==> config.mk <==
export PLATFORM = sky130hd
export DESIGN_NAME = d_mdu_ctrl
export DESIGN_NICKNAME = d
export VERILOG_FILES = /design/src/rtl/d_mdu_ctrl.sv
export SDC_FILE = /design/constraint.sdc
export NUM_CORES = 1
export LEC_CHECK = 0
export BUFFER_PORTS_ARGS = -buffer_cell sky130_fd_sc_hd__buf_2
export CORE_ASPECT_RATIO = 1.2
export CORE_MARGIN = 2
export CORE_UTILIZATION = 47
export CTS_CLUSTER_DIAMETER = 60
export DETAILED_ROUTE_END_ITERATION = 8
export GPL_ROUTABILITY_DRIVEN = 0
export PLACE_DENSITY = 0.82
export SYNTH_ARGS = -nofsm -noshare
export SYNTH_HDL_FRONTEND = slang
export SYNTH_SLANG_ARGS = --single-unit
==> constraint.sdc <==
create_clock -name clk -period 2.1 [get_ports clk]
set_input_delay 0.21 -clock clk [delete_from_list [all_inputs] [get_ports clk]]
set_output_delay 0.21 -clock clk [all_outputs]
set_load 0.1 [all_outputs]
==> src/rtl/d_mdu_ctrl.sv <==
// Multiply/divide unit control: decodes D-stage MDU ops, registers them into E,
// stalls D while the MDU is occupied and cross-checks its busy flag.
module d_mdu_ctrl #(
  parameter int MULT_LAT = 4,
  parameter int DIV_LAT  = 9
) (
  input  logic        clk,
  input  logic        reset,
  input  logic        req,
  input  logic [31:0] D_instr,
  input  logic        E_busy,
  output logic [3:0]  E_sel_MDU,
  output logic        stall_D,
  output logic        busy_shadow,
  output logic        mismatch,
  output logic [31:0] stall_cnt,
  output logic [31:0] op_cnt
);

  typedef enum logic [3:0] {
    OP_NONE  = 4'd0,
    OP_MULT  = 4'd1,
    OP_MULTU = 4'd2,
    OP_DIV   = 4'd3,
    OP_DIVU  = 4'd4,
    OP_MFHI  = 4'd5,
    OP_MFLO  = 4'd6,
    OP_MTHI  = 4'd7,
    OP_MTLO  = 4'd8
  } mdu_op_e;

  localparam logic [3:0] MULT_LAT_C = 4'(MULT_LAT);
  localparam logic [3:0] DIV_LAT_C  = 4'(DIV_LAT);

  mdu_op_e     d_sel;
  mdu_op_e     e_sel_reg, e_sel_next;
  logic [3:0]  cnt_reg, cnt_next;
  logic        mismatch_reg, mismatch_next;
  logic [31:0] stall_cnt_reg, stall_cnt_next;
  logic [31:0] op_cnt_reg, op_cnt_next;
  logic        e_start;
  logic        e_is_div;

  // SPECIAL-opcode decode; everything else is a non-MDU instruction.
  always_comb begin
    d_sel = OP_NONE;
    if (D_instr[31:26] == 6'b000000) begin
      case (D_instr[5:0])
        6'h18:   d_sel = OP_MULT;
        6'h19:   d_sel = OP_MULTU;
        6'h1A:   d_sel = OP_DIV;
        6'h1B:   d_sel = OP_DIVU;
        6'h10:   d_sel = OP_MFHI;
        6'h12:   d_sel = OP_MFLO;
        6'h11:   d_sel = OP_MTHI;
        6'h13:   d_sel = OP_MTLO;
        default: d_sel = OP_NONE;
      endcase
    end
  end

  assign e_start     = (e_sel_reg == OP_MULT) || (e_sel_reg == OP_MULTU) ||
                       (e_sel_reg == OP_DIV)  || (e_sel_reg == OP_DIVU);
  assign e_is_div    = (e_sel_reg == OP_DIV)  || (e_sel_reg == OP_DIVU);
  assign busy_shadow = (cnt_reg != 4'd0);
  assign stall_D     = (d_sel != OP_NONE) && (e_start || busy_shadow);

  always_comb begin
    e_sel_next     = d_sel;
    cnt_next       = cnt_reg;
    mismatch_next  = mismatch_reg | (busy_shadow != E_busy);
    stall_cnt_next = stall_cnt_reg;
    op_cnt_next    = op_cnt_reg;

    if (req || stall_D) begin
      e_sel_next = OP_NONE;
    end

    // Under req the MDU accepts nothing and freezes, so the shadow does too.
    if (!req) begin
      if (cnt_reg != 4'd0) begin
        cnt_next = cnt_reg - 4'd1;
      end else if (e_start) begin
        cnt_next = e_is_div ? DIV_LAT_C : MULT_LAT_C;
      end
      if (stall_D && (stall_cnt_reg != 32'hFFFF_FFFF)) begin
        stall_cnt_next = stall_cnt_reg + 32'd1;
      end
      if (e_start) begin
        op_cnt_next = op_cnt_reg + 32'd1;
      end
    end
  end

  always_ff @(posedge clk or negedge reset) begin
    if (!reset) begin
      e_sel_reg     <= OP_NONE;
      cnt_reg       <= 4'd0;
      mismatch_reg  <= 1'b0;
      stall_cnt_reg <= 32'd0;
      op_cnt_reg    <= 32'd0;
    end else begin
      e_sel_reg     <= e_sel_next;
      cnt_reg       <= cnt_next;
      mismatch_reg  <= mismatch_next;
      stall_cnt_reg <= stall_cnt_next;
      op_cnt_reg    <= op_cnt_next;
    end
  end

  assign E_sel_MDU = e_sel_reg;
  assign mismatch  = mismatch_reg;
  assign stall_cnt = stall_cnt_reg;
  assign op_cnt    = op_cnt_reg;

endmodule

==> results.py <==
metrics = {
    "pwr": {
        "ir_worst_vdd_v": 0.000326,
        "sequentialPowerShare_pct": 52.6,
        "switchingPower_w": 0.000632,
        "power_frac_clock_pct": 43.1,
        "swShare_pct": 23.5,
        "pwr-share-comb_pct": 4.3,
        "leakagePower_nw": 2.35,
        "pwr_density_cell_nw_per_um2": 523,
        "p_int_w": 0.00206,
    },
    "drt": {
        "wl_um": 9280,
        "drtPass1Iterations": 4,
        "vias": 3273,
        "drc_errors": 0,
        "drtIter0Drc": 112,
        "viasPerCell": 5.66,
        "antenna_left": 0,
        "wl_per_cell_um": 16.1,
    },
    "run": {
        "cap_violations": 0,
    },
    "timing": {
        "max_slew_margin_pct": 59.4,
        "whs_ns": 0.0708,
        "fin_skew_ns": 0.00750,
        "fin_tns_setup_ns": -0.121,
        "worst_slack_ns": -0.0733,
        "finalCritPeriodShare_pct": 103,
        "report.final.slew_viol_count": 0,
        "setup_viol": 3,
        "finalHoldViolations": 0,
        "timing.fmax_mhz": 460,
        "finalCriticalPeriod_ns": 2.17,
        "worstMarginPinSlew_ns": 0.609,
        "rsz0062_at_grt": "true",
    },
    "clocking": {
        "cts_buffers": 9,
        "cts_buffer_depth": 2,
        "cts_tree": "built",
        "path_clk_slew_ns": 0.08,
        "cts_root_buf": "clkbuf_8",
        "worstSkewPairLatency_ns": 0.35,
        "h-tree-depth": 3,
        "cts_num_sinks": 73,
    },
    "worst_setup_path": {
        "r2r_start": "E_sel_MDU[0]",
        "criticalPathCategory": "flip-flop to flip-flop",
        "worstPathArrival_ns": 2.43,
        "path_max_fanout": 5,
        "crit_start": "E_sel_MDU[0]",
        "worstSetupStartpointType": "flip-flop",
        "reg2reg_slack_ns": -0.07,
        "endpoint_kind": "flip-flop",
        "required_ns": 2.35,
    },
    "cells_and_area": {
        "nFillCells": 576,
        "most-common-layout-cells": "buf_2 (86), dfrtp_2 (48), xor2_1 (34)",
        "final_area_sq_um": 5140,
        "multi_input_area_sq_um": 2070,
        "n_antenna_cell": 0,
        "syn2layout_area_growth_pct": 40.6,
        "layout_commonest_cell": "buf_2",
        "final_util_pct": 67.4,
        "nets": 521,
        "regArea_sq_um": 1920,
        "drive_above_1_share_pct": 51.0,
    },
    "floorplan": {
        "start_util_pct": 48.0,
        "die_area_sq_um": 8500,
        "rows": 35,
        "core-area_sq_um": 7620,
        "ios": 107,
        "die_y_um": 101,
        "die_w_um": 84.5,
    },
    "global_route": {
        "grt_max_degree": 27,
        "overflow": 0,
        "grt_pass1_wl_um": 14500,
        "grt_pass1_vias": 3085,
        "track_usage_pct": 21.3,
        "antenna_found_initial": 0,
    },
    "placed_design": {
        "dpl_cell_area_sq_um": 4580,
        "hpwl_um": 6240,
        "port_buffers": 86,
    },
    "logic_synthesis": {
        "ys_ff_latch": 73,
        "syn_area_per_cell_sq_um": 10.4,
        "syn_inst": 351,
        "syn_area_sq_um": 3650,
        "async_flop_share_pct": 100,
        "syn-num-nets": 391,
        "ys_types": 40,
        "ys_seq_area_share_pct": 50.0,
        "synth_edf_count": 0,
        "synthFlopType": "dfrtp_1",
        "ys_warn_count": 0,
    },
    "outcome": {
        "violations": "negative setup slack",
        "status": "complete, but fails checks",
    },
    "hold_path": {
        "min_path_type": "input pin to flip-flop",
        "hold_start": "D_instr[3]",
    },
}
[cells in the mapped netlist, drive strengths merged, types with 2 or more instances]
cell type	n	area share (%)
nand4b	7	1.7
or2	2	0.34
a2111oi	3	1.7
nand2b	4	0.89
or3	6	1.0
or4	3	0.62
and3	6	1.0
mux2	2	0.62
nand4	22	3.9
nor2	25	2.6
nor4	19	3.3
xor2	34	8.1
nand3	19	2.6
nor3b	2	0.41
o21ai	3	0.41
clkbuf	6	0.62
a21oi	5	0.68
xnor2	29	6.9
and4	5	1.2
dfrtp	73	50
nand3b	4	0.82
nand2	31	3.2
inv	9	0.92
ha	4	1.4
nor3	16	2.2
[worst paths after layout]
| kind | endpoint | depth (start not counted) |
|---|---|---|
| max in group asynchronous | stall_cnt[0] | 3 |
| min | E_sel_MDU[3] | 2 |
| max | op_cnt[7] | 8 |
| min reg2reg | op_cnt[31] | 1 |
| min in group asynchronous | mismatch | 2 |
| max reg2reg | op_cnt[7] | 8 |
[critical path, stage by stage, from the launching register on]
cell and delay (ns):
dfrtp_4 0.49, or3b_4 0.45, a2111oi_4 0.31, buf_4 0.19
buf_4 0.12, nand3_4 0.10, buf_4 0.16, nor2_4 0.08
xor2_1 0.18
[metrics by stage]
stage | worst slack, ns | power [W] | std cells
floorplan | -0.175 | 0.00149 | 351
global route | -0.193 | 0.00277 | 578
global placement | -0.0415 | 0.00155 | 549
finish | -0.0733 | 0.00269 | 578
detailed placement | -0.0574 | 0.00155 | 549
CTS | -0.0517 | 0.00271 | 572
[routing by layer]
metal	GRT usage, %	wire length, um	vias to the layer above
met3	4.42	442	12
met1	25.4	3800	1619
met4	7.69	109	0
met5	0	0	-
met2	38.1	4920	113
li1	-	-	1529
[power by group through the flow]
| stage | sequential (W) | combinational [W] | clock [W] |
|---|---|---|---|
| after floorplan | 0.00147 | 0.0000225 | 0 |
| after global placement | 0.00144 | 0.000109 | 0 |
| after detailed placement | 0.00144 | 0.000112 | 0 |
| after CTS | 0.00141 | 0.000116 | 0.00118 |
| after global routing | 0.00141 | 0.000127 | 0.00123 |
| final | 0.00141 | 0.000115 | 0.00116 |
[timing repair]
action | 4_1_cts | 5_1_grt
setup endpoints to repair | 20 | 51
resized for setup | 18 | 29
hold endpoints to repair | 23 | 0
cloned | 0 | 1
pin swaps | 7 | 25
buffers inserted | 6 | 5
hold buffers | 1 | 0
[final cells by class]
cell class | instances | area share (%)
multi-input combinational | 262 | 40.3
clock inverter | 4 | 1.02
inverter | 9 | 0.730
timing repair buffer | 126 | 15.4
sequential | 73 | 37.3
clock buffer | 12 | 3.02
tap | 92 | 2.24
[kinds of logic after synthesis]
family	share of synthesized area [%]
and+or+nand+nor	26.7
DFF	50.0
xor gates and xnor gates	15.1
AOI/OAI and AO/OA	4.45
buffers and inverters	1.75
adders and majority gates	1.37
muxes	0.616
Power figures use the tool's default switching activity.
